File: config.mk
export PLATFORM = sky130hd
export DESIGN_NAME = mem_arbiter_flat
export DESIGN_NICKNAME = d
export VERILOG_FILES = /design/src/rtl/mem_arb_pkg.sv /design/src/rtl/mem_arbiter_if.sv /design/src/rtl/fill_sequencer.sv /design/src/rtl/mem_arbiter.sv /design/src/flat_wrapper.sv
export SDC_FILE = /design/constraint.sdc
export NUM_CORES = 1
export LEC_CHECK = 0
export ABC_AREA = 1
export ABC_CLOCK_PERIOD_IN_PS = 4750
export BUFFER_PORTS_ARGS = -buffer_cell sky130_fd_sc_hd__buf_2
export CELL_PAD_IN_SITES_DETAIL_PLACEMENT = 1
export CELL_PAD_IN_SITES_GLOBAL_PLACEMENT = 1
export CORE_MARGIN = 1
export CORE_UTILIZATION = 28
export DETAILED_ROUTE_END_ITERATION = 6
export HOLD_SLACK_MARGIN = 0.03
export PLACE_DENSITY_LB_ADDON = 0.1
export SYNTH_ARGS = -nofsm -noshare
export SYNTH_HDL_FRONTEND = slang
export SYNTH_HIERARCHICAL = 1
export SYNTH_SLANG_ARGS = --single-unit
File: constraint.sdc
create_clock -name clk -period 4.75 [get_ports clk]
set_clock_uncertainty 0.1 [all_clocks]
set_input_delay 0.95 -clock clk [delete_from_list [all_inputs] [get_ports clk]]
set_output_delay 0.95 -clock clk [all_outputs]
set_load 0.05 [all_outputs]
File: src/rtl/mem_arb_pkg.sv
// Shared types and constants for the cache/memory arbiter.
package mem_arb_pkg;

  typedef enum logic [1:0] {
    StIdle,
    StWrite,
    StFillI,
    StFillD
  } arb_state_e;

  localparam int unsigned BLOCK_WORDS = 8;
  localparam logic [15:0] BLOCK_MASK  = 16'hFFF0;
  localparam int unsigned WORD_IDX_W  = 3;

endpackage

File: src/rtl/mem_arbiter_if.sv
// Cache-side and memory-side signals of the arbiter, bundled with arbiter/environment views.
interface mem_arbiter_if #(
    parameter int unsigned DWIDTH = 16,
    parameter int unsigned AWIDTH = 16
);
    logic              i_miss_req;
    logic [AWIDTH-1:0] i_miss_addr;
    logic              d_miss_req;
    logic [AWIDTH-1:0] d_miss_addr;
    logic              d_wr_req;
    logic [AWIDTH-1:0] d_wr_addr;
    logic [DWIDTH-1:0] d_wr_data;
    logic              i_fill_valid;
    logic              d_fill_valid;
    logic [2:0]        fill_idx;
    logic [DWIDTH-1:0] fill_data;
    logic              i_fill_done;
    logic              d_fill_done;
    logic              d_wr_ack;
    logic              mem_en;
    logic              mem_wr;
    logic [AWIDTH-1:0] mem_addr;
    logic [DWIDTH-1:0] mem_wdata;
    logic [DWIDTH-1:0] mem_rdata;
    logic              mem_rvalid;
    logic              busy;

    // Arbiter view.
    modport slave (
        input  i_miss_req, i_miss_addr, d_miss_req, d_miss_addr,
        input  d_wr_req, d_wr_addr, d_wr_data, mem_rdata, mem_rvalid,
        output i_fill_valid, d_fill_valid, fill_idx, fill_data, i_fill_done, d_fill_done,
        output d_wr_ack, mem_en, mem_wr, mem_addr, mem_wdata, busy
    );

    // Caches plus memory view.
    modport master (
        output i_miss_req, i_miss_addr, d_miss_req, d_miss_addr,
        output d_wr_req, d_wr_addr, d_wr_data, mem_rdata, mem_rvalid,
        input  i_fill_valid, d_fill_valid, fill_idx, fill_data, i_fill_done, d_fill_done,
        input  d_wr_ack, mem_en, mem_wr, mem_addr, mem_wdata, busy
    );
endinterface

File: src/rtl/fill_sequencer.sv
// Block-fill address generator: holds the block base, the issue counter and the receive counter.
module fill_sequencer
    import mem_arb_pkg::*;
#(
    parameter int unsigned AWIDTH = 16
) (
    input  logic                  clk,
    input  logic                  rst_n,
    input  logic                  start,
    input  logic                  run,
    input  logic [AWIDTH-1:0]     base_in,
    input  logic                  mem_rvalid,
    output logic                  issue_en,
    output logic [AWIDTH-1:0]     issue_addr,
    output logic [WORD_IDX_W-1:0] rcv_idx,
    output logic                  last_word
);
    logic [AWIDTH-1:0]     base_q;
    logic [WORD_IDX_W:0]   iss_q;   // 0..8; MSB set means all reads issued
    logic [WORD_IDX_W-1:0] rcv_q;

    always_ff @(posedge clk or negedge rst_n) begin
        if (!rst_n) begin
            base_q <= '0;
            iss_q  <= '0;
            rcv_q  <= '0;
        end else if (start) begin
            base_q <= base_in;
            iss_q  <= '0;
            rcv_q  <= '0;
        end else if (run) begin
            if (issue_en)   iss_q <= iss_q + 1'b1;
            if (mem_rvalid) rcv_q <= rcv_q + 1'b1;
        end
    end

    assign issue_en   = run && !iss_q[WORD_IDX_W];
    assign issue_addr = base_q |
        {{(AWIDTH-WORD_IDX_W-1){1'b0}}, iss_q[WORD_IDX_W-1:0], 1'b0};
    assign rcv_idx    = rcv_q;
    assign last_word  = &rcv_q;
endmodule

File: src/rtl/mem_arbiter.sv
// Arbitrates I-miss, D-miss and D-store traffic onto one pipelined memory port.
module mem_arbiter
    import mem_arb_pkg::*;
#(
    parameter int unsigned DWIDTH = 16,
    parameter int unsigned AWIDTH = 16
) (
    input logic          clk,
    input logic          rst_n,
    mem_arbiter_if.slave bus
);
    arb_state_e            state_q;
    logic                  busy_q;
    logic                  in_fill;
    logic                  is_wr;
    logic                  fill_rvalid;
    logic                  start;
    logic [AWIDTH-1:0]     base_in;
    logic                  issue_en;
    logic [AWIDTH-1:0]     issue_addr;
    logic [WORD_IDX_W-1:0] rcv_idx;
    logic                  last_word;

    assign in_fill     = (state_q == StFillI) || (state_q == StFillD);
    assign is_wr       = (state_q == StWrite);
    assign fill_rvalid = in_fill && bus.mem_rvalid;
    // A miss grant happens only when no store outranks it.
    assign start       = (state_q == StIdle) && !bus.d_wr_req &&
                         (bus.d_miss_req || bus.i_miss_req);
    assign base_in     = (bus.d_miss_req ? bus.d_miss_addr : bus.i_miss_addr) &
                         AWIDTH'(BLOCK_MASK);

    fill_sequencer #(
        .AWIDTH (AWIDTH)
    ) u_seq (
        .clk        (clk),
        .rst_n      (rst_n),
        .start      (start),
        .run        (in_fill),
        .base_in    (base_in),
        .mem_rvalid (fill_rvalid),
        .issue_en   (issue_en),
        .issue_addr (issue_addr),
        .rcv_idx    (rcv_idx),
        .last_word  (last_word)
    );

    always_ff @(posedge clk or negedge rst_n) begin
        if (!rst_n) begin
            state_q <= StIdle;
            busy_q  <= 1'b0;
        end else begin
            unique case (state_q)
                StIdle: begin
                    if (bus.d_wr_req) begin
                        state_q <= StWrite;
                        busy_q  <= 1'b1;
                    end else if (bus.d_miss_req) begin
                        state_q <= StFillD;
                        busy_q  <= 1'b1;
                    end else if (bus.i_miss_req) begin
                        state_q <= StFillI;
                        busy_q  <= 1'b1;
                    end
                end
                StWrite: begin
                    state_q <= StIdle;
                    busy_q  <= 1'b0;
                end
                StFillI, StFillD: begin
                    if (fill_rvalid && last_word) begin
                        state_q <= StIdle;
                        busy_q  <= 1'b0;
                    end
                end
                default: begin
                    state_q <= StIdle;
                    busy_q  <= 1'b0;
                end
            endcase
        end
    end

    always_comb begin
        bus.mem_en       = is_wr || issue_en;
        bus.mem_wr       = is_wr;
        bus.mem_addr     = is_wr ? bus.d_wr_addr : (issue_en ? issue_addr : '0);
        bus.mem_wdata    = is_wr ? bus.d_wr_data : {DWIDTH{1'b0}};
        bus.d_wr_ack     = is_wr;
        bus.i_fill_valid = fill_rvalid && (state_q == StFillI);
        bus.d_fill_valid = fill_rvalid && (state_q == StFillD);
        bus.fill_idx     = in_fill ? rcv_idx : '0;
        bus.fill_data    = fill_rvalid ? bus.mem_rdata : '0;
        bus.i_fill_done  = bus.i_fill_valid && last_word;
        bus.d_fill_done  = bus.d_fill_valid && last_word;
        bus.busy         = busy_q;
    end
endmodule
File: src/flat_wrapper.sv
// flat-port wrapper written by rule: the top's interface ports become plain ports
module mem_arbiter_flat import mem_arb_pkg::*;
#(
    parameter int unsigned DWIDTH = 16,
    parameter int unsigned AWIDTH = 16
)
  (clk, rst_n, bus_i_miss_req, bus_i_miss_addr, bus_d_miss_req, bus_d_miss_addr, bus_d_wr_req, bus_d_wr_addr, bus_d_wr_data, bus_mem_rdata, bus_mem_rvalid, bus_i_fill_valid, bus_d_fill_valid, bus_fill_idx, bus_fill_data, bus_i_fill_done, bus_d_fill_done, bus_d_wr_ack, bus_mem_en, bus_mem_wr, bus_mem_addr, bus_mem_wdata, bus_busy);
  mem_arbiter_if #(.DWIDTH(DWIDTH), .AWIDTH(AWIDTH)) bus_i ();
  input logic clk;
  input logic rst_n;
  input wire logic [$bits(bus_i.i_miss_req)-1:0] bus_i_miss_req;
  input wire logic [$bits(bus_i.i_miss_addr)-1:0] bus_i_miss_addr;
  input wire logic [$bits(bus_i.d_miss_req)-1:0] bus_d_miss_req;
  input wire logic [$bits(bus_i.d_miss_addr)-1:0] bus_d_miss_addr;
  input wire logic [$bits(bus_i.d_wr_req)-1:0] bus_d_wr_req;
  input wire logic [$bits(bus_i.d_wr_addr)-1:0] bus_d_wr_addr;
  input wire logic [$bits(bus_i.d_wr_data)-1:0] bus_d_wr_data;
  input wire logic [$bits(bus_i.mem_rdata)-1:0] bus_mem_rdata;
  input wire logic [$bits(bus_i.mem_rvalid)-1:0] bus_mem_rvalid;
  output wire logic [$bits(bus_i.i_fill_valid)-1:0] bus_i_fill_valid;
  output wire logic [$bits(bus_i.d_fill_valid)-1:0] bus_d_fill_valid;
  output wire logic [$bits(bus_i.fill_idx)-1:0] bus_fill_idx;
  output wire logic [$bits(bus_i.fill_data)-1:0] bus_fill_data;
  output wire logic [$bits(bus_i.i_fill_done)-1:0] bus_i_fill_done;
  output wire logic [$bits(bus_i.d_fill_done)-1:0] bus_d_fill_done;
  output wire logic [$bits(bus_i.d_wr_ack)-1:0] bus_d_wr_ack;
  output wire logic [$bits(bus_i.mem_en)-1:0] bus_mem_en;
  output wire logic [$bits(bus_i.mem_wr)-1:0] bus_mem_wr;
  output wire logic [$bits(bus_i.mem_addr)-1:0] bus_mem_addr;
  output wire logic [$bits(bus_i.mem_wdata)-1:0] bus_mem_wdata;
  output wire logic [$bits(bus_i.busy)-1:0] bus_busy;
  assign bus_i.i_miss_req = bus_i_miss_req;
  assign bus_i.i_miss_addr = bus_i_miss_addr;
  assign bus_i.d_miss_req = bus_d_miss_req;
  assign bus_i.d_miss_addr = bus_d_miss_addr;
  assign bus_i.d_wr_req = bus_d_wr_req;
  assign bus_i.d_wr_addr = bus_d_wr_addr;
  assign bus_i.d_wr_data = bus_d_wr_data;
  assign bus_i.mem_rdata = bus_mem_rdata;
  assign bus_i.mem_rvalid = bus_mem_rvalid;
  assign bus_i_fill_valid = bus_i.i_fill_valid;
  assign bus_d_fill_valid = bus_i.d_fill_valid;
  assign bus_fill_idx = bus_i.fill_idx;
  assign bus_fill_data = bus_i.fill_data;
  assign bus_i_fill_done = bus_i.i_fill_done;
  assign bus_d_fill_done = bus_i.d_fill_done;
  assign bus_d_wr_ack = bus_i.d_wr_ack;
  assign bus_mem_en = bus_i.mem_en;
  assign bus_mem_wr = bus_i.mem_wr;
  assign bus_mem_addr = bus_i.mem_addr;
  assign bus_mem_wdata = bus_i.mem_wdata;
  assign bus_busy = bus_i.busy;
  mem_arbiter #(.DWIDTH(DWIDTH), .AWIDTH(AWIDTH)) u_core (.clk(clk), .rst_n(rst_n), .bus(bus_i));
endmodule
==> results of run 1 <==
-- placed cells by master, fill, tap and decap left out --
cell type                   instances
sky130_fd_sc_hd__buf_2            136
sky130_fd_sc_hd__nand4_1            1
sky130_fd_sc_hd__inv_1             47
sky130_fd_sc_hd__nor2_1            46
sky130_fd_sc_hd__o21ai_0            5
sky130_fd_sc_hd__dfrtp_1           26
sky130_fd_sc_hd__clkinv_2           1
sky130_fd_sc_hd__clkinv_1           1
sky130_fd_sc_hd__buf_4              1
sky130_fd_sc_hd__nand3b_1           1
sky130_fd_sc_hd__nand2_4            1
sky130_fd_sc_hd__nand3_1           25
sky130_fd_sc_hd__ha_1               3
sky130_fd_sc_hd__inv_4              1
sky130_fd_sc_hd__nand2_1          135
sky130_fd_sc_hd__or2_2              1
sky130_fd_sc_hd__bufinv_16          1
sky130_fd_sc_hd__clkbuf_8           3
sky130_fd_sc_hd__inv_2              2
sky130_fd_sc_hd__nand2_2            2
sky130_fd_sc_hd__conb_1             4
sky130_fd_sc_hd__or2_1              1
-- critical path, delay by kind of cell --
family | cells | cell delay (ps)
and+or+nand+nor | 3 | 690
buffers and inverters | 3 | 440
-- worst paths after layout --
path / startpoint / endpoint / slack, ps / cells after the start
min: u_core/u_seq/base_q[2] / u_core/u_seq/base_q[2] / 370 / 2
min reg2reg: u_core/u_seq/base_q[2] / u_core/u_seq/base_q[2] / 370 / 2
min in group asynchronous: rst_n / u_core/u_seq/rcv_idx[2] / 570 / 1
max: bus_mem_rvalid / bus_i_fill_done / 1630 / 6
max reg2reg: u_core/state_q[1] / u_core/u_seq/iss_q[0] / 2860 / 7
max in group asynchronous: rst_n / u_core/u_seq/base_q[13] / 3590 / 1
-- cells in the mapped netlist, drive strengths merged --
| library cell | count | area [um^2] |
|---|---|---|
| buf | 29 | 216 |
| clkbuf | 1 | 3.75 |
| clkinv | 2 | 8.75 |
| conb | 1 | 3.75 |
| dfrtp | 26 | 651 |
| ha | 3 | 37.5 |
| inv | 50 | 190 |
| nand2 | 138 | 531 |
| nand3 | 25 | 125 |
| nand3b | 1 | 7.51 |
| nand4 | 1 | 6.26 |
| nor2 | 46 | 173 |
| o21ai | 5 | 25.0 |
| or2 | 2 | 12.5 |
-- state kept, by name (all words and copies together), names as in the netlist --
name	flops
u_core/u_seq/iss_q	4
u_core/u_seq/rcv_idx	3
u_core/bus.busy	1
u_core/state_q	2
u_core/u_seq/base_q	16
-- cell type report --
type / count / area, um^2
inverters: 52 / 199
clock inverters: 1 / 30.0
fillers: 968 / 4170
multi-input cells: 225 / 932
clock buffers: 3 / 41.3
well taps: 96 / 120
repair buffers: 137 / 688
flip-flops and latches: 26 / 651
-- power by group through the flow --
stage | Combinational, W | Sequential, W | Clock [W]
6_report | 0.000982 | 0.000408 | 0.000184
5_1_grt | 0.00107 | 0.000423 | 0.000198
4_1_cts | 0.000997 | 0.000410 | 0.000189
3_5_place_dp | 0.000993 | 0.000413 | 0
3_3_place_gp | 0.000977 | 0.000409 | 0
2_1_floorplan | 0.000857 | 0.000392 | 0
-- stage by stage --
step | worst slack, ps | cells | hold WS, ps | area (um^2)
final | 1630 | 540 | 375 | 2660
after global routing | 1440 | 540 | 403 | 2660
after CTS | 1610 | 540 | 381 | 2660
after detailed placement | 1610 | 536 | 359 | 2590
after global placement | 1650 | 536 | 348 | 2590
after floorplan | 1770 | 333 | 334 | 2000
-- cell families (layout without fill, tap and decap cells) --
| group | count (synthesis) | after routing |
|---|---|---|
| and+or+nand+nor | 213 | 213 |
| other | 1 | 4 |
| DFF | 26 | 26 |
| AOI/OAI and AO/OA | 5 | 5 |
| buffers and inverters | 82 | 193 |
| adders and majority gates | 3 | 3 |
-- layer usage --
layer / wire (um) / vias up / GRT usage [%]
met1: 2810 / 967 / 20.5
met5: 0 / - / 0
met3: 531 / 5 / 3.43
li1: - / 1171 / -
met2: 2450 / 97 / 24.7
met4: 57 / 0 / 5.00
==> flow_summary.rst, run 1 <==
.. list-table::
   :header-rows: 1

   * - Metric
     - Value
   * - Outcome
     - finished clean
   * - Highest fanout seen on the critical path
     - 20
   * - Total Routed Length
     - 5.84 mm
   * - Clock latency of the later-clocked register in the worst-skew pair
     - 270 ps
   * - Wire length of the first global-routing pass
     - 9.20 mm
   * - Floorplan Core Area
     - 6830 um^2
   * - Vias in the first global route
     - 2000
   * - Int Pwr
     - 0.000673 W
   * - Worst Setup End Kind
     - output port
   * - Pin count of the biggest net entering global routing
     - 34
   * - Synthesized flop and latch total
     - 26
   * - Final hold violation count
     - 0
   * - Yosys warning total
     - 6
   * - Overall power of the completed layout
     - 0.00157 W
   * - Count of different cell masters after synthesis
     - 22
   * - Largest stage delay, worst path
     - 390 ps
   * - Remaining antenna violation count
     - 0
   * - Average cell area after synthesis
     - 6.03 um^2
   * - Worst Tran Pin Value
     - 680 ps
   * - Peak ir drop on the vdd network
     - 0.161 mV
   * - Clk sinks
     - 26
   * - Total global routing track utilization
     - 15.4%
   * - Data arrival time at the worst-slack endpoint
     - 2070 ps
   * - Leak Pwr
     - 1.85 nW
   * - Last weighted congestion value of the routability-driven placer
     - 0.701
   * - Area of the mapped netlist
     - 1990 um^2
   * - Number of antenna violations at the first check in global routing
     - 0
   * - XOR/XNOR Fraction of Synth Area
     - 0%
   * - Die span in x
     - 86.3 um
   * - Series of cell instances along the critical path
     - buf_2, nand2_1, nor2_1, inv_1, nor2_1, buf_2
   * - Slowest library cell on the worst path
     - sky130_fd_sc_hd__nand2_1
   * - Clock-pin slew on the worst setup and hold paths
     - 90 ps
   * - Die height
     - 86.3 um
   * - Post-synthesis to final-layout area growth
     - 33.7%
   * - # port buffers
     - 136
   * - Setup-violating endpoint count in the final report
     - 0
   * - Number of placement rows
     - 30
   * - Type of the worst setup path
     - primary input to output port
   * - Clock tree buffer depth
     - 2
   * - Switching pwr
     - 0.000901 W
   * - Post-synthesis share of cell area spent on full adders, half adders and majority gates
     - 1.89%
   * - CTS tree
     - built
   * - Share of the clock period used by the worst path after layout
     - 65.8%
   * - H-tree level count
     - 1
   * - Synth Instances
     - 330
   * - Total congestion overflow
     - 0
   * - Fin util
     - 39.0%
   * - Total die area
     - 7450 um^2
   * - Number of buffers inserted for hold repair after clock tree synthesis
     - 0
   * - Max cap viols
     - 0
   * - Portion of total power attributed to combinational logic
     - 62.4%
   * - Buffer count from post-CTS setup fixing
     - 0
   * - Clk root buf
     - sky130_fd_sc_hd__clkbuf_8
   * - Routed via count divided by cell count
     - 4.15
   * - Final routed wire length divided by cell count
     - 10.8 um
   * - Worst hold path class
     - flip-flop to flip-flop
   * - Sequential element share of the synthesized area
     - 32.7%
   * - Antenna diode instance count
     - 0
   * - DRC violation count after routing
     - 0
   * - Simple-Gate Fraction of Synth Area
     - 42.9%
   * - Final total negative setup slack
     - 0 ps
   * - Post-layout nets
     - 534
   * - Kind of launch point of the worst setup path
     - primary input
   * - Switching Share
     - 57.2%
   * - First-pass detailed-route iteration total
     - 4
   * - Sum of net half-perimeters after detailed placement
     - 4.69 mm
   * - Num CTS Buffers
     - 3
   * - DRT iter0 DRCs
     - 20
   * - Initial standard-cell utilization of the core
     - 29.1%
   * - Top Ports
     - 145
   * - Crit path time final
     - 3120 ps
   * - Worst slew slack as a fraction of its limit
     - 54.5%
   * - Complex-gate fraction of the synthesized area
     - 1.26%
   * - Largest family of logic cells by synthesized area
     - simple AND/OR/NAND/NOR gates
   * - Fraction of power consumed by the clock network
     - 11.7%
   * - Sequential group share of total power
     - 25.9%
   * - Max Clk Rate
     - 320 MHz
   * - Count of pins over their slew limit
     - 0
   * - Crit path required time
     - 3700 ps
   * - Via count
     - 2240
   * - Unrepaired setup endpoints after global routing
     - false
   * - Post-cts repair resize count
     - 0
   * - Multiplexer share of the synthesized area
     - 0%
   * - Power density normalized to cell area
     - 592 nW/um^2
   * - Share of post-route cells with drive strength above 1
     - 33.6%
Power figures use the tool's default switching activity.
==> run 2, diff against run 1 <==
--- a/config.mk
+++ b/config.mk
@@ -6,12 +6,12 @@
 export NUM_CORES = 1
 export LEC_CHECK = 0
 export ABC_AREA = 1
-export ABC_CLOCK_PERIOD_IN_PS = 4750
+export ABC_CLOCK_PERIOD_IN_PS = 3000
 export BUFFER_PORTS_ARGS = -buffer_cell sky130_fd_sc_hd__buf_2
 export CELL_PAD_IN_SITES_DETAIL_PLACEMENT = 1
 export CELL_PAD_IN_SITES_GLOBAL_PLACEMENT = 1
 export CORE_MARGIN = 1
-export CORE_UTILIZATION = 28
+export CORE_UTILIZATION = 26
 export DETAILED_ROUTE_END_ITERATION = 6
 export HOLD_SLACK_MARGIN = 0.03
 export PLACE_DENSITY_LB_ADDON = 0.1
==> constraint.sdc (replaced) <==
create_clock -name clk -period 3 [get_ports clk]
set_clock_uncertainty 0.1 [all_clocks]
set_input_delay 0.6 -clock clk [delete_from_list [all_inputs] [get_ports clk]]
set_output_delay 0.6 -clock clk [all_outputs]
set_load 0.05 [all_outputs]
==> run 2 against run 1 <==
Flip-flop and latch count is the same. Largest cell class unchanged. Critical path depth shrank 2. Non-clock buffer count grew 1. Die area grew 7.5%. Final cell count grew 0.74%.
==> flow_summary.rst, run 2 (synthesis results as in run 1) <==
.. list-table::
   :header-rows: 1

   * - Metric
     - Value
   * - Share of post-route cells with drive strength above 1
     - 33.7%
   * - Most common library cell in the layout ignoring fill and taps
     - sky130_fd_sc_hd__buf_2
   * - Antenna diode instance count
     - 0
   * - Share of the clock period used by the worst path after layout
     - 85.6%
   * - Number of buffers inserted for hold repair after clock tree synthesis
     - 0
   * - Slowest library cell on the worst path
     - sky130_fd_sc_hd__dfrtp_1
   * - Total global routing track utilization
     - 14.6%
   * - Sum of net half-perimeters after detailed placement
     - 4.67 mm
   * - Outcome
     - finished clean
   * - Num CTS Buffers
     - 3
   * - Clock-pin slew on the worst setup and hold paths
     - 90 ps
   * - Fin util
     - 36.5%
   * - Total die area
     - 8010 um^2
   * - H-tree level count
     - 1
   * - Buffer count from post-CTS setup fixing
     - 0
   * - Register with the highest flop count
     - u_core/u_seq/base_q
   * - Clk sinks
     - 26
   * - Floorplan Core Area
     - 7330 um^2
   * - Final routed wire length divided by cell count
     - 10.7 um
   * - DRT iter0 DRCs
     - 78
   * - Peak ir drop on the vdd network
     - 0.242 mV
   * - Max cap viols
     - 0
   * - Data arrival time at the worst-slack endpoint
     - 1870 ps
   * - Worst-case setup slack after placement
     - 697 ps
   * - Via count
     - 2212
   * - Clk root buf
     - sky130_fd_sc_hd__clkbuf_8
   * - Power density normalized to cell area
     - 936 nW/um^2
   * - Count of pins over their slew limit
     - 0
   * - Crit path time final
     - 2570 ps
   * - Final hold violation count
     - 0
   * - Clock tree buffer depth
     - 2
   * - Number of antenna violations at the first check in global routing
     - 0
   * - Wire length of the first global-routing pass
     - 9.22 mm
   * - Total congestion overflow
     - 0
   * - Worst hold path class
     - primary input to asynchronous set/reset pin
   * - Largest stage delay, worst path
     - 610 ps
   * - Pin count of the biggest net entering global routing
     - 34
   * - # port buffers
     - 136
   * - Final setup slack of the worst path
     - 431 ps
   * - Worst Tran Pin Value
     - 593 ps
   * - Remaining antenna violation count
     - 0
   * - Setup-violating endpoint count in the final report
     - 0
   * - Max Clk Rate
     - 389 MHz
   * - Worst slew slack as a fraction of its limit
     - 60.5%
   * - Vias in the first global route
     - 2068
   * - Last weighted congestion value of the routability-driven placer
     - 0.723
   * - Kind of launch point of the worst setup path
     - flip-flop
   * - Min Hold Slack
     - 221 ps
   * - Number of placement rows
     - 31
   * - Die span in x
     - 89.5 um
   * - Type of the worst setup path
     - flip-flop to output port
   * - Cell Count Post-Placement
     - 540
   * - Top Ports
     - 145
   * - Flip-flop count of the largest register, all copies and words added
     - 16
   * - Filler-free cell count of the finished design
     - 544
   * - Post-layout nets
     - 535
   * - Crit path required time
     - 2300 ps
   * - Series of cell instances along the critical path
     - nand2_1, buf_4, nor2_1, buf_2
   * - Clock latency of the later-clocked register in the worst-skew pair
     - 270 ps
   * - Commonest cells after routing, fill and taps aside
     - sky130_fd_sc_hd__buf_2 (136), sky130_fd_sc_hd__nand2_1 (135), sky130_fd_sc_hd__inv_1 (47), sky130_fd_sc_hd__nor2_1 (46), sky130_fd_sc_hd__dfrtp_1 (26)
   * - Unrepaired setup endpoints after global routing
     - false
   * - Worst Setup End Kind
     - output port
   * - Initial standard-cell utilization of the core
     - 27.2%
   * - First-pass detailed-route iteration total
     - 4
   * - Final total negative setup slack
     - 0 ps
   * - CTS tree
     - built
   * - Leak Pwr
     - 1.85 nW
   * - Post-cts repair resize count
     - 0
   * - Highest fanout seen on the critical path
     - 12
   * - DRC violation count after routing
     - 0
   * - Post-synthesis to final-layout area growth
     - 34.3%
   * - Total Routed Length
     - 5.82 mm
   * - Routed via count divided by cell count
     - 4.07
   * - Die height
     - 89.5 um
run 2: changes by cell type in the layout (fill, tap and decap cells not counted):
cell	previous run	this run
sky130_fd_sc_hd__buf_4	1	2
run 2: worst max-delay path, delay by kind of cell (launching register included):
kind                   cells  cell delay (ps)
flip-flops                 1              610
AND/OR/NAND/NOR            2              440
buffers and inverters      2              550
run 2: cell type report:
class | count | area (um^2)
multi-input combinational | 225 | 932
clock buffer | 3 | 41.3
timing repair buffer | 138 | 696
sequential | 26 | 651
clock inverter | 1 | 30.0
tap | 99 | 124
inverter | 52 | 199
fill | 1030 | 4660
run 2: per-layer routing:
layer / share of wire [%] / vias to the layer above / global-route usage (%)
met1: 50 / 941 / 20.2
li1: - / 1171 / -
met2: 40 / 96 / 24.0
met5: 0 / - / 0
met3: 8.7 / 4 / 2.03
met4: 0.86 / 0 / 3.46
run 2: worst paths after layout:
kind | startpoint | endpoint | slack (ps) | cells after the start
max in group asynchronous | rst_n | u_core/u_seq/iss_q[1] | 2190 | 1
worst min register to register | u_core/u_seq/base_q[2] | u_core/u_seq/base_q[2] | 390 | 2
worst max register to register | u_core/state_q[1] | u_core/u_seq/rcv_idx[1] | 1120 | 7
worst min-delay path | rst_n | u_core/u_seq/rcv_idx[2] | 220 | 1
worst max-delay path | u_core/state_q[1] | bus_fill_data[9] | 430 | 4
min in group clk | u_core/u_seq/base_q[2] | u_core/u_seq/base_q[2] | 390 | 2
run 2: report_power, final:
group	total [W]	switching, W	internal (W)
logic	0.00156	0.00118	0.000379
registers	0.000644	0.000133	0.000511
clock network	0.000295	0.000117	0.000179
total	0.00250	0.00143	0.00107
run 2: per-stage QoR:
stage               total power, W  cell area (um^2)
floorplan                  0.00198              2000
global placement           0.00220              2600
detailed placement         0.00224              2600
CTS                        0.00254              2670
global route               0.00271              2670
finish                     0.00250              2670
==> run 3, diff against run 2 <==
--- a/config.mk
+++ b/config.mk
@@ -6,13 +6,13 @@
 export NUM_CORES = 1
 export LEC_CHECK = 0
 export ABC_AREA = 1
-export ABC_CLOCK_PERIOD_IN_PS = 3000
-export BUFFER_PORTS_ARGS = -buffer_cell sky130_fd_sc_hd__buf_2
+export ABC_CLOCK_PERIOD_IN_PS = 2400
 export CELL_PAD_IN_SITES_DETAIL_PLACEMENT = 1
 export CELL_PAD_IN_SITES_GLOBAL_PLACEMENT = 1
 export CORE_MARGIN = 1
-export CORE_UTILIZATION = 26
+export CORE_UTILIZATION = 40
 export DETAILED_ROUTE_END_ITERATION = 6
+export DONT_BUFFER_PORTS = 1
 export HOLD_SLACK_MARGIN = 0.03
 export PLACE_DENSITY_LB_ADDON = 0.1
 export SYNTH_ARGS = -nofsm -noshare
==> constraint.sdc (replaced) <==
create_clock -name clk -period 2.4 [get_ports clk]
set_clock_uncertainty 0.1 [all_clocks]
set_input_delay 0.48 -clock clk [delete_from_list [all_inputs] [get_ports clk]]
set_output_delay 0.48 -clock clk [all_outputs]
set_load 0.05 [all_outputs]
==> run 3 against run 2 <==
Sequential power rose by 30%. Worst hold slack improved by 38 ps. Core utilization rose by 18 points. Flip-flop and latch count unchanged. Final cell count decreased by 20%. Count of clock-buffer cells in the layout increased by 1. First-iteration DRC count shrank 42%. Clock power down 4%. Combinational power is 54% higher. Global-route usage grew 6.2 points. Critical path type unchanged. Critical endpoint is now bus_mem_addr[1]. Largest cell class unchanged.
==> flow_summary.rst, run 3 (synthesis results as in run 1) <==
.. list-table::
   :header-rows: 1

   * - Metric
     - Value
   * - Data arrival time at the worst-slack endpoint
     - 1680 ps
   * - Outcome
     - finished clean
   * - Max Clk Rate
     - 443 MHz
   * - Overall power of the completed layout
     - 0.00352 W
   * - Final total negative setup slack
     - 0 ps
   * - GR met3 Demand/Resource
     - 3.47%
   * - Max cap viols
     - 0
   * - Via count
     - 2015
   * - Share of post-route cells with drive strength above 1
     - 19.4%
   * - DRT iter0 DRCs
     - 45
   * - Total global routing track utilization
     - 20.8%
   * - Post-layout nets
     - 456
   * - Flip-flop count of the largest register, all copies and words added
     - 16
   * - Routed via count divided by cell count
     - 4.65
   * - Highest fanout seen on the critical path
     - 22
   * - Setup-violating endpoint count in the final report
     - 0
   * - Die height
     - 72.5 um
   * - Clk root buf
     - sky130_fd_sc_hd__clkbuf_8
   * - Top Ports
     - 145
   * - Total Routed Length
     - 5.50 mm
   * - Final setup slack of the worst path
     - 142 ps
   * - Wire length of the first global-routing pass
     - 8.63 mm
   * - Met1 usage in global routing
     - 26.1%
   * - # port buffers
     - 0
   * - Total congestion overflow
     - 0
   * - Last weighted congestion value of the routability-driven placer
     - 0.715
   * - Total die area
     - 5260 um^2
   * - Pin count of the biggest net entering global routing
     - 27
   * - Slowest library cell on the worst path
     - sky130_fd_sc_hd__dfrtp_2
   * - Number of antenna violations at the first check in global routing
     - 0
   * - Num CTS Buffers
     - 3
   * - Peak ir drop on the vdd network
     - 0.442 mV
   * - Worst hold path class
     - primary input to flip-flop
   * - DRC violation count after routing
     - 0
   * - Final routed wire length divided by cell count
     - 12.7 um
   * - First-pass detailed-route iteration total
     - 4
   * - Clock tree buffer depth
     - 2
   * - Post-synthesis to final-layout area growth
     - 30.2%
   * - Remaining antenna violation count
     - 0
   * - Worst Setup End Kind
     - output port
   * - Share of the clock period used by the worst path after layout
     - 94.1%
   * - Cell Area, Placed
     - 2510 um^2
   * - Clock latency of the later-clocked register in the worst-skew pair
     - 270 ps
   * - Clk sinks
     - 26
   * - Register with the highest flop count
     - u_core/u_seq/base_q
   * - CTS tree
     - built
   * - Clock-pin slew on the worst setup and hold paths
     - 90 ps
   * - H-tree level count
     - 1
   * - Most common library cell in the layout ignoring fill and taps
     - sky130_fd_sc_hd__nand2_1
   * - Final instance area
     - 2590 um^2
   * - Die span in x
     - 72.5 um
   * - Antenna diode instance count
     - 0
   * - Buffer count from post-CTS setup fixing
     - 0
   * - Kind of launch point of the worst setup path
     - flip-flop
   * - Commonest cells after routing, fill and taps aside
     - sky130_fd_sc_hd__nand2_1 (135), sky130_fd_sc_hd__inv_1 (47), sky130_fd_sc_hd__nor2_1 (46), sky130_fd_sc_hd__buf_4 (40)
   * - Unrepaired setup endpoints after global routing
     - false
   * - Power density normalized to cell area
     - 1360 nW/um^2
   * - Largest stage delay, worst path
     - 520 ps
   * - Global routing usage on met2
     - 36.0%
   * - Crit path time final
     - 2260 ps
   * - Leak Pwr
     - 1.60 nW
   * - Sum of net half-perimeters after detailed placement
     - 4.44 mm
   * - Worst-case setup slack after placement
     - 308 ps
   * - Initial standard-cell utilization of the core
     - 41.9%
   * - Series of cell instances along the critical path
     - inv_2, nand2_4, buf_4, nand3_1, nand2_1, buf_12
   * - Vias in the first global route
     - 1945
   * - Crit path required time
     - 1820 ps
   * - Number of placement rows
     - 25
   * - Floorplan Core Area
     - 4750 um^2
   * - Count of pins over their slew limit
     - 0
   * - Most crowded layer after global routing
     - met2
   * - Final hold violation count
     - 0
   * - Type of the worst setup path
     - flip-flop to output port
==> run 3: layout make-up <==
cell class              instances  area [um^2]
clock buffers                   4         55.1
fillers                       666         2160
inverters                      52          199
multi-input cells             225          932
flip-flops and latches         26          652
well taps                      67         83.8
repair buffers                 59          671
==> run 3: report_power, final <==
part           total [W]  switching (W)  internal, W
logic            0.00240        0.00152     0.000876
clock network   0.000283       0.000136     0.000147
registers       0.000836       0.000197     0.000639
total            0.00352        0.00186      0.00166
==> run 3: routing by layer <==
layer | part of all wire, % | routed length (um)
met1 | 45 | 2470
met5 | 0 | 0
met2 | 46 | 2530
met4 | 1.3 | 71
met3 | 7.7 | 425
==> run 3: through the flow <==
stage          cells  hold slack, ps  utilization (%)
2_1_floorplan    333            84.4                -
3_3_place_gp     427            85.0             52.7
3_5_place_dp     427            85.0             52.7
4_1_cts          433             251             54.5
5_1_grt          433             277             54.5
6_report         433             259             54.5
==> run 3: worst paths after layout <==
check	endpoint	depth (start not counted)	start	slack [ps]
max in group asynchronous	u_core/state_q[1]	2	rst_n	1520
setup / recovery	bus_mem_addr[1]	6	u_core/state_q[1]	140
hold reg to reg	u_core/u_seq/base_q[2]	2	u_core/u_seq/base_q[2]	370
setup reg to reg	u_core/u_seq/rcv_idx[1]	6	u_core/state_q[1]	530
min in group asynchronous	u_core/u_seq/rcv_idx[1]	2	rst_n	520
hold / removal	u_core/state_q[0]	2	bus_d_wr_req	260
==> run 3: what timing repair did <==
action / 4_1_cts / 5_1_grt
gates resized for setup: 1 / 0
hold buffers: 2 / 0
endpoints found under the hold margin: 26 / 0
setup endpoints to repair: 3 / 0
==> run 3: worst max-delay path: cells and delay by family, from the launching register on <==
family	cells	cell delay (ps)
flops	1	520
buf+inv	3	450
simple gates	3	410
